`src/rtl/rv_mc_seq.sv`:
```
// Multi-cycle sequencer: walks each instruction through FETCH/DECODE/EXEC/MEM/WB
// and drives one phase of datapath control per cycle. Memory handshakes are req/ack
// with a bounded wait; illegal opcodes and timeouts halt with a sticky error.
module rv_mc_seq #(
    parameter int TIMEOUT = 16,
    parameter int CNT_W   = 32
) (
    input  logic             clk,
    input  logic             rst,
    input  logic             run_i,
    input  logic [6:0]       opcode_i,
    input  logic             imem_ack_i,
    input  logic             dmem_ack_i,
    output logic             imem_req_o,
    output logic             ir_we_o,
    output logic             pc_we_o,
    output logic             branch_o,
    output logic             dmem_req_o,
    output logic             dmem_we_o,
    output logic             mem_to_reg_o,
    output logic [1:0]       alu_op_o,
    output logic             alu_src_o,
    output logic             reg_write_o,
    output logic             busy_o,
    output logic             err_o,
    output logic [2:0]       state_o,
    output logic [CNT_W-1:0] instret_o
);

    typedef enum logic [2:0] {
        S_IDLE   = 3'd0,
        S_FETCH  = 3'd1,
        S_DECODE = 3'd2,
        S_EXEC   = 3'd3,
        S_MEM    = 3'd4,
        S_WB     = 3'd5,
        S_HALT   = 3'd6
    } state_t;

    typedef enum logic [2:0] {
        C_R  = 3'd0,
        C_I  = 3'd1,
        C_LD = 3'd2,
        C_ST = 3'd3,
        C_BR = 3'd4,
        C_J  = 3'd5
    } cls_t;

    // Last wait count that may still see an ack before the request is abandoned.
    localparam logic [7:0] WAIT_LIM = 8'(TIMEOUT - 1);

    state_t           state_q, state_d;
    cls_t             cls_q, cls_d;
    logic [7:0]       wait_q, wait_d;
    logic             err_q, err_d;
    logic [CNT_W-1:0] instret_q, instret_d;
    logic             retire;

    // State, class, wait counter, error flag and retire counter registers.
    always_ff @(posedge clk or posedge rst) begin
        if (rst) begin
            state_q   <= S_IDLE;
            cls_q     <= C_R;
            wait_q    <= '0;
            err_q     <= 1'b0;
            instret_q <= '0;
        end else begin
            state_q   <= state_d;
            cls_q     <= cls_d;
            wait_q    <= wait_d;
            err_q     <= err_d;
            instret_q <= instret_d;
        end
    end

    // Next-state and per-phase control outputs; everything defaults to idle/hold.
    always_comb begin
        state_d      = state_q;
        cls_d        = cls_q;
        wait_d       = wait_q;
        err_d        = err_q;
        instret_d    = instret_q;
        retire       = 1'b0;
        imem_req_o   = 1'b0;
        ir_we_o      = 1'b0;
        pc_we_o      = 1'b0;
        branch_o     = 1'b0;
        dmem_req_o   = 1'b0;
        dmem_we_o    = 1'b0;
        mem_to_reg_o = 1'b0;
        alu_op_o     = 2'b00;
        alu_src_o    = 1'b0;
        reg_write_o  = 1'b0;

        case (state_q)
            S_IDLE: begin
                if (run_i) begin
                    state_d = S_FETCH;
                    wait_d  = '0;
                end
            end
            S_FETCH: begin
                imem_req_o = 1'b1;
                if (imem_ack_i) begin
                    ir_we_o = 1'b1;
                    state_d = S_DECODE;
                end else if (wait_q == WAIT_LIM) begin
                    state_d = S_HALT;
                    err_d   = 1'b1;
                end else begin
                    wait_d = wait_q + 8'd1;
                end
            end
            S_DECODE: begin
                state_d = S_EXEC;
                case (opcode_i)
                    7'b0110011: cls_d = C_R;
                    7'b0010011: cls_d = C_I;
                    7'b0000011: cls_d = C_LD;
                    7'b0100011: cls_d = C_ST;
                    7'b1100011: cls_d = C_BR;
                    7'b1101111: cls_d = C_J;
                    default: begin
                        state_d = S_HALT;
                        err_d   = 1'b1;
                    end
                endcase
            end
            S_EXEC: begin
                case (cls_q)
                    C_R: begin
                        alu_op_o = 2'b10;
                        state_d  = S_WB;
                    end
                    C_I: begin
                        alu_src_o = 1'b1;
                        state_d   = S_WB;
                    end
                    C_LD, C_ST: begin
                        alu_src_o = 1'b1;
                        state_d   = S_MEM;
                        wait_d    = '0;
                    end
                    C_BR: begin
                        alu_op_o = 2'b01;
                        branch_o = 1'b1;
                        pc_we_o  = 1'b1;
                        retire   = 1'b1;
                    end
                    C_J: begin
                        // Reserved jump: only advances the PC by 4.
                        pc_we_o = 1'b1;
                        retire  = 1'b1;
                    end
                    default: state_d = S_HALT;
                endcase
            end
            S_MEM: begin
                // Only loads and stores reach MEM; keep the address ALU setup.
                alu_src_o  = 1'b1;
                dmem_req_o = 1'b1;
                dmem_we_o  = (cls_q == C_ST);
                if (dmem_ack_i) begin
                    if (cls_q == C_ST) begin
                        pc_we_o = 1'b1;
                        retire  = 1'b1;
                    end else begin
                        state_d = S_WB;
                    end
                end else if (wait_q == WAIT_LIM) begin
                    state_d = S_HALT;
                    err_d   = 1'b1;
                end else begin
                    wait_d = wait_q + 8'd1;
                end
            end
            S_WB: begin
                reg_write_o  = 1'b1;
                pc_we_o      = 1'b1;
                mem_to_reg_o = (cls_q == C_LD);
                retire       = 1'b1;
            end
            S_HALT: begin
            end
            default: state_d = S_IDLE;
        endcase

        // Retirement is the only point besides IDLE where run_i is sampled.
        if (retire) begin
            instret_d = instret_q + {{(CNT_W-1){1'b0}}, 1'b1};
            state_d   = run_i ? S_FETCH : S_IDLE;
            wait_d    = '0;
        end
    end

    assign busy_o    = (state_q != S_IDLE) && (state_q != S_HALT);
    assign err_o     = err_q;
    assign state_o   = state_q;
    assign instret_o = instret_q;

endmodule
```
`config.mk`:
```
export PLATFORM = sky130hd
export DESIGN_NAME = rv_mc_seq
export DESIGN_NICKNAME = d
export VERILOG_FILES = /design/src/rtl/rv_mc_seq.sv
export SDC_FILE = /design/constraint.sdc
export NUM_CORES = 1
export LEC_CHECK = 0
export ABC_AREA = 1
export CORE_UTILIZATION = 48
export CTS_CLUSTER_DIAMETER = 100
export DETAILED_ROUTE_END_ITERATION = 12
export PLACE_DENSITY_LB_ADDON = 0.12
export REMOVE_ABC_BUFFERS = 1
export SYNTH_ARGS = -nofsm -noshare
export SYNTH_HDL_FRONTEND = slang
export SYNTH_SLANG_ARGS = --single-unit
```
`constraint.sdc`:
```
create_clock -name clk -period 1.6 [get_ports clk]
set_clock_uncertainty 0.15 [all_clocks]
set_input_delay 0.24 -clock clk [delete_from_list [all_inputs] [get_ports clk]]
set_output_delay 0.24 -clock clk [all_outputs]
set_load 0.02 [all_outputs]
```
==> Yosys cells after proc, flatten, opt, wreduce, memory -nomap -nowiden <==
Index checks and enable logic that the tools add are counted.
{ "totals": {"reg_bits": 47, "latchBits": 0, "ramBits": 0, "romBits": 0, "inputBits": 12, "out_inout_bits": 48, "memories": 0} }
{ "op_classes": {"add_sub_neg": 2, "multipliers": 0, "div": 0, "order_cmp": 0, "eq_ne": 29, "shift": 0, "mux": 40, "bitwise": 0, "reduce_logical": 17} }
{ "op_table": {"columns": ["cell", "count"], "rows": [
  ["8-bit two-way mux", 6],
  ["3-bit case mux with 6 select lines", 2],
  ["32-bit by 1-bit adder with 32-bit output (second input constant)", 1],
  ["8-bit case mux with 4 select lines", 1],
  ["3-bit two-way mux", 7],
  ["1-bit two-way mux", 18],
  ["3-bit equality test (second input constant)", 5],
  ["3-bit != test (second input constant)", 5],
  ["7-bit by 6-bit equality test with 1-bit output (second input constant)", 2],
  ["7-bit equality test (second input constant)", 2],
  ["3-bit by 2-bit equality test with 1-bit output (second input constant)", 4],
  ["3-bit case mux with 3 select lines", 1],
  ["8-bit by 1-bit adder with 8-bit output (second input constant)", 1],
  ["8-bit by 4-bit equality test with 1-bit output (second input constant)", 1],
  ["4-bit AND reduction", 2],
  ["2-bit OR reduction", 4],
  ["7-bit by 2-bit equality test with 1-bit output (second input constant)", 1],
  ["7-bit by 5-bit equality test with 1-bit output (second input constant)", 1],
  ["3-bit by 1-bit equality test with 1-bit output (second input constant)", 2],
  ["3-bit logical NOT", 2],
  ["2-bit != test (second input constant)", 3],
  ["1-bit case mux with 3 select lines", 2],
  ["3-bit nonzero test", 2],
  ["6-bit nonzero test", 1],
  ["other kinds (12)", 12]
]} }

==> Logic depth before layout (Yosys ltp) <==
{ "logic_depth": {"word_depth": 6, "ltp_mapped": 11, "ltp_nobuf": 10} }

==> Worst setup path before layout <==
OpenSTA, ideal clock, no wires.
{ "synth_timing": {"kind": "flip-flop to output port", "start": "register state_q[1], in the netlist state_o[1]", "end": "output port mem_to_reg_o", "arrival_time_ns": 1.520, "slack_ns": -0.310, "stages_incl_launch_ff": 4, "path_buffers": 0, "path_cell_list": "dfrtp_1 > inv_2 > nand3_1 > nor4_1"} }
{ "synth_via": {"elab_chain_cells": 2} }
{ "synth_rtl": {"columns": ["element", "line_no", "text"], "rows": [
  ["start, declared", "52", "state_t state_q, state_d;"],
  ["start signal, assigned", "68", "state_q <= state_d;"],
  ["3-bit equality test", "95", "case (state_q)"],
  ["1-bit two-way mux", "95", null],
  ["end, declared", "20", "output logic mem_to_reg_o,"]
]} }
No other way between the ends.

==> Worst setup path after layout <==
{ "layout_timing": {"start": "register state_q[2], in the netlist state_o[2]", "end": "output port alu_src_o"} }
{ "layout_via": {"elab_chain_cells": 2} }
{ "layout_rtl": {"columns": ["element", "line_no", "text"], "rows": [
  ["3-bit equality test or 3-bit by 2-bit equality test with 1-bit output (tied branches)", "95", null],
  ["1-bit case mux with 2 select lines (*)", "95", null],
  ["end, declared", "22", "output logic alu_src_o,"]
]} }
Every way passes the cells marked *; elsewhere a longest branch is shown, timed or not.

==> key figures <==
Critical path
  – Worst-path maximum fanout: 4
  – Startpoint Class: register
  – Critical path capture point type: output port
  – Max incr delay on CP: 0.45 ns
  – Data arrival, critical path: 1.49 ns
  – CP max stage cell: dfrtp_2
  – Setup crit start: state_o[2]
  – Kind of critical path: reg2out
  – Cell chain of the critical path: inv_4 > nand2_4 > nor2_4 > inv_2 > o31ai_2 > buf_4
  – Worst Path Required: 1.21 ns
  – FF-to-FF Start: state_o[1]

Final layout
  – Fill count: 427
  – Post-layout nets: 666
  – Share of layout cells above drive strength 1: 36.81%
  – Non-Filler Instances: 729
  – ANT cells: 0
  – Synth-to-Final Area Change: 64.18%
  – Finished Core Util: 82.86%

Power
  – Int Power: 3459 uW
  – LEAKAGE: 0.002703 uW
  – Maximum vdd drop: 0.001212 V
  – Switching power: 2622 uW
  – Cell Pwr Density: 1136 nW/um^2
  – Combinational Power Share: 62.7%
  – Switching share of total power: 43.12%
  – Clock power share: 12.4%
  – Seq pwr share: 24.9%

CTS
  – Sink Count: 47
  – Root buffer cell: clkbuf_8
  – Clock Pin Slew Worst Setup and Hold Paths: 0.09 ns
  – Max Buffers Root-to-Sink: 2
  – CTS Buf Count: 5
  – H-tree depth: 2
  – Clk_lat worst skew: 0.30 ns
  – CTS tree: yes
  – Hold-fix buffers at CTS: 0

Global route
  – GRT overflow: 0
  – Largest net degree at the start of global routing: 19
  – Vias in the first global route: 3,568
  – Global-route wire length before repair: 16,460 um
  – GRT Total Usage: 28.81%
  – Initial antenna violation count: 0

Place
  – GPL Wtd Cong: 0.9119
  – # port buffers: 59
  – Post-Place Cells: 687
  – Hpwl dp: 6820 um
  – Pre-CTS setup slack: -0.4205 ns

Synthesis
  – Seq cells post-synth: 47
  – Top-area cell type share of the netlist area: 36.08%
  – Main flop type after synthesis: dfrtp_1
  – Synth area leader: dfrtp_1
  – Mapped Area: 3259 um^2
  – Synth warn: 0
  – Sequential fraction of the synthesis area: 36.08%
  – Post-synthesis area per instance: 6.545 um^2
  – Post-synthesis cell count: 498
  – Post-synthesis cell type count: 31
  – EDFF count, synth: 0
  – Async SR Flop Fraction: 100.0%
  – Top cells by area, synth: dfrtp_1 36%, nand2_1 23%, nor2_1 8.6%, nand3_1 5.7%, inv_1 5.6%

Floorplanning
  – Die span in x: 84.41 um
  – Io pins: 60
  – Die H: 84.41 um
  – Starting Density: 50.46%
  – Die area: 7124 um^2
  – Row count: 29
  – Placeable core area: 6459 um^2

Routing
  – Routed vias/inst: 5.381
  – Final WL: 11,260 um
  – ANT nets after route: 0
  – First drt pass iteration count: 9
  – DR WL/cell: 15.45 um
  – Vias: 3,923
  – DRT iter0 DRCs: 338
  – DRC errors left: 4

Outcome
  – Failing checks: DRC, setup timing
  – Status: finished with violations

STA
  – Max_slew headroom: 74.12%
  – Final Max Tran Viols: 0
  – # setup viols final: 56
  – Worst-margin pin slew: 0.3877 ns
  – Final Hold Violating Endpoints: 0
  – Achievable Freq: 530.6 MHz
  – PnR worst setup slack: -0.2848 ns
  – Final min period: 1.885 ns
  – Fin crit share: 117.8%
  – RSZ-0062 raised after global routing: true

Hold path
  – Hold Crit Class: in2async

Job
  – # Max-Cap Violations: 0
## placed cells by master, fill, tap and decap left out, types with 7 or more instances in the layout
| cell | count |
|---|---|
| clkdlybuf4s50_1 | 11 |
| xnor2_1 | 10 |
| nand2_2 | 36 |
| dlygate4sd2_1 | 32 |
| nand2_1 | 153 |
| nand4_1 | 7 |
| nor2_2 | 15 |
| nor2_1 | 57 |
| buf_4 | 70 |
| o21ai_1 | 9 |
| nor2_4 | 8 |
| dfrtp_2 | 8 |
| buf_6 | 23 |
| dfrtp_1 | 39 |
| inv_1 | 41 |
| nand3_4 | 7 |
| inv_2 | 8 |
| nand2_4 | 14 |
| nand3_1 | 31 |
## final timing paths
check                                 to  cells past startpoint  slack [ns]
setup reg to reg               wait_q[4]                     11       -0.24
min in group clk                   err_o                      1        0.31
setup / recovery               alu_src_o                      6       -0.28
max in group asynchronous  instret_o[22]                      3        0.78
hold / removal                  cls_q[2]                      2        0.08
hold reg to reg                    err_o                      1        0.31
## critical path: cells and delay by family, from the launching register on
kind | cells | cell delay [ns]
simple gates | 2 | 0.20
flops | 1 | 0.45
buf+inv | 3 | 0.34
compound gates | 1 | 0.19
## state kept, by name, indices dropped and copies added (netlist names)
register / flops
cls_q: 3
wait_q: 8
instret_o: 32
err_o: 1
state_o: 3
## through the flow
stage                     cell area [um^2]  total power, uW  hold slack [ns]  setup TNS [ns]
after floorplan                       3177             2805           0.1878          -16.97
after global placement                4374             3959           0.2961          -12.45
after detailed placement              4374             4000           0.2949          -13.79
after CTS                             4796             5310          0.09726          -6.660
after global routing                  5351             6383           0.1214          -11.93
final                                 5351             6082          0.07902          -8.630
## cell type report
cell class              count  area (um^2)  share of cell area [%]
clock buffers               6        82.58                   1.543
clock inverters             1        5.005                 0.09352
inverters                  52        207.7                   3.881
multi-input cells         391         2231                   41.69
flip-flops and latches     47         1186                   22.17
well taps                  77        96.34                   1.800
repair buffers            155         1543                   28.83
## cell usage after synthesis (3+ instances only)
| cell | n |
|---|---|
| xnor2_1 | 12 |
| nand3_2 | 3 |
| nand3_1 | 37 |
| o21ai_0 | 16 |
| nor2_4 | 4 |
| nand3b_1 | 6 |
| inv_1 | 49 |
| dfrtp_1 | 47 |
| a21oi_1 | 3 |
| nand2_4 | 4 |
| buf_2 | 3 |
| nor2_1 | 75 |
| nand2_2 | 3 |
| xor2_1 | 4 |
| nand4_1 | 7 |
| nor3_1 | 6 |
| buf_6 | 4 |
| buf_4 | 3 |
| nand2_1 | 196 |
## timing repair
action,CTS,global route
gates cloned,5,4
resized for setup,162,125
pin swaps,15,30
setup buffers,13,14
setup endpoints to repair,92,61
endpoints found under the hold margin,0,0
## cell families after synthesis
family                     after synthesis  share of synthesized area [%]
and+or+nand+nor                        346                          46.10
buffers and inverters                   62                          8.599
DFF                                     47                          36.08
AOI/OAI and AO/OA                       25                          4.146
xor gates and xnor gates                16                          4.299
adders and majority gates                2                         0.7676
## power groups by stage
stage	registers, uW	logic (uW)	clock network [uW]
CTS	1480	3070	752
global route	1530	4050	804
detailed placement	1500	2500	0
finish	1510	3810	756
global placement	1490	2470	0
floorplan	1680	1120	0
## per-layer routing
metal / part of all wire (%) / wire length [um] / global-route usage, % / vias up
met3: 5.5 / 619 / 3.441 / 28
met2: 54 / 6036 / 54.55 / 156
met4: 2.9 / 327 / 8.166 / 0
li1: - / - / - / 1876
met1: 38 / 4277 / 34.26 / 1863
met5: 0 / 0 / 0 / -
No activity file was read; power rests on OpenSTA's default activity.
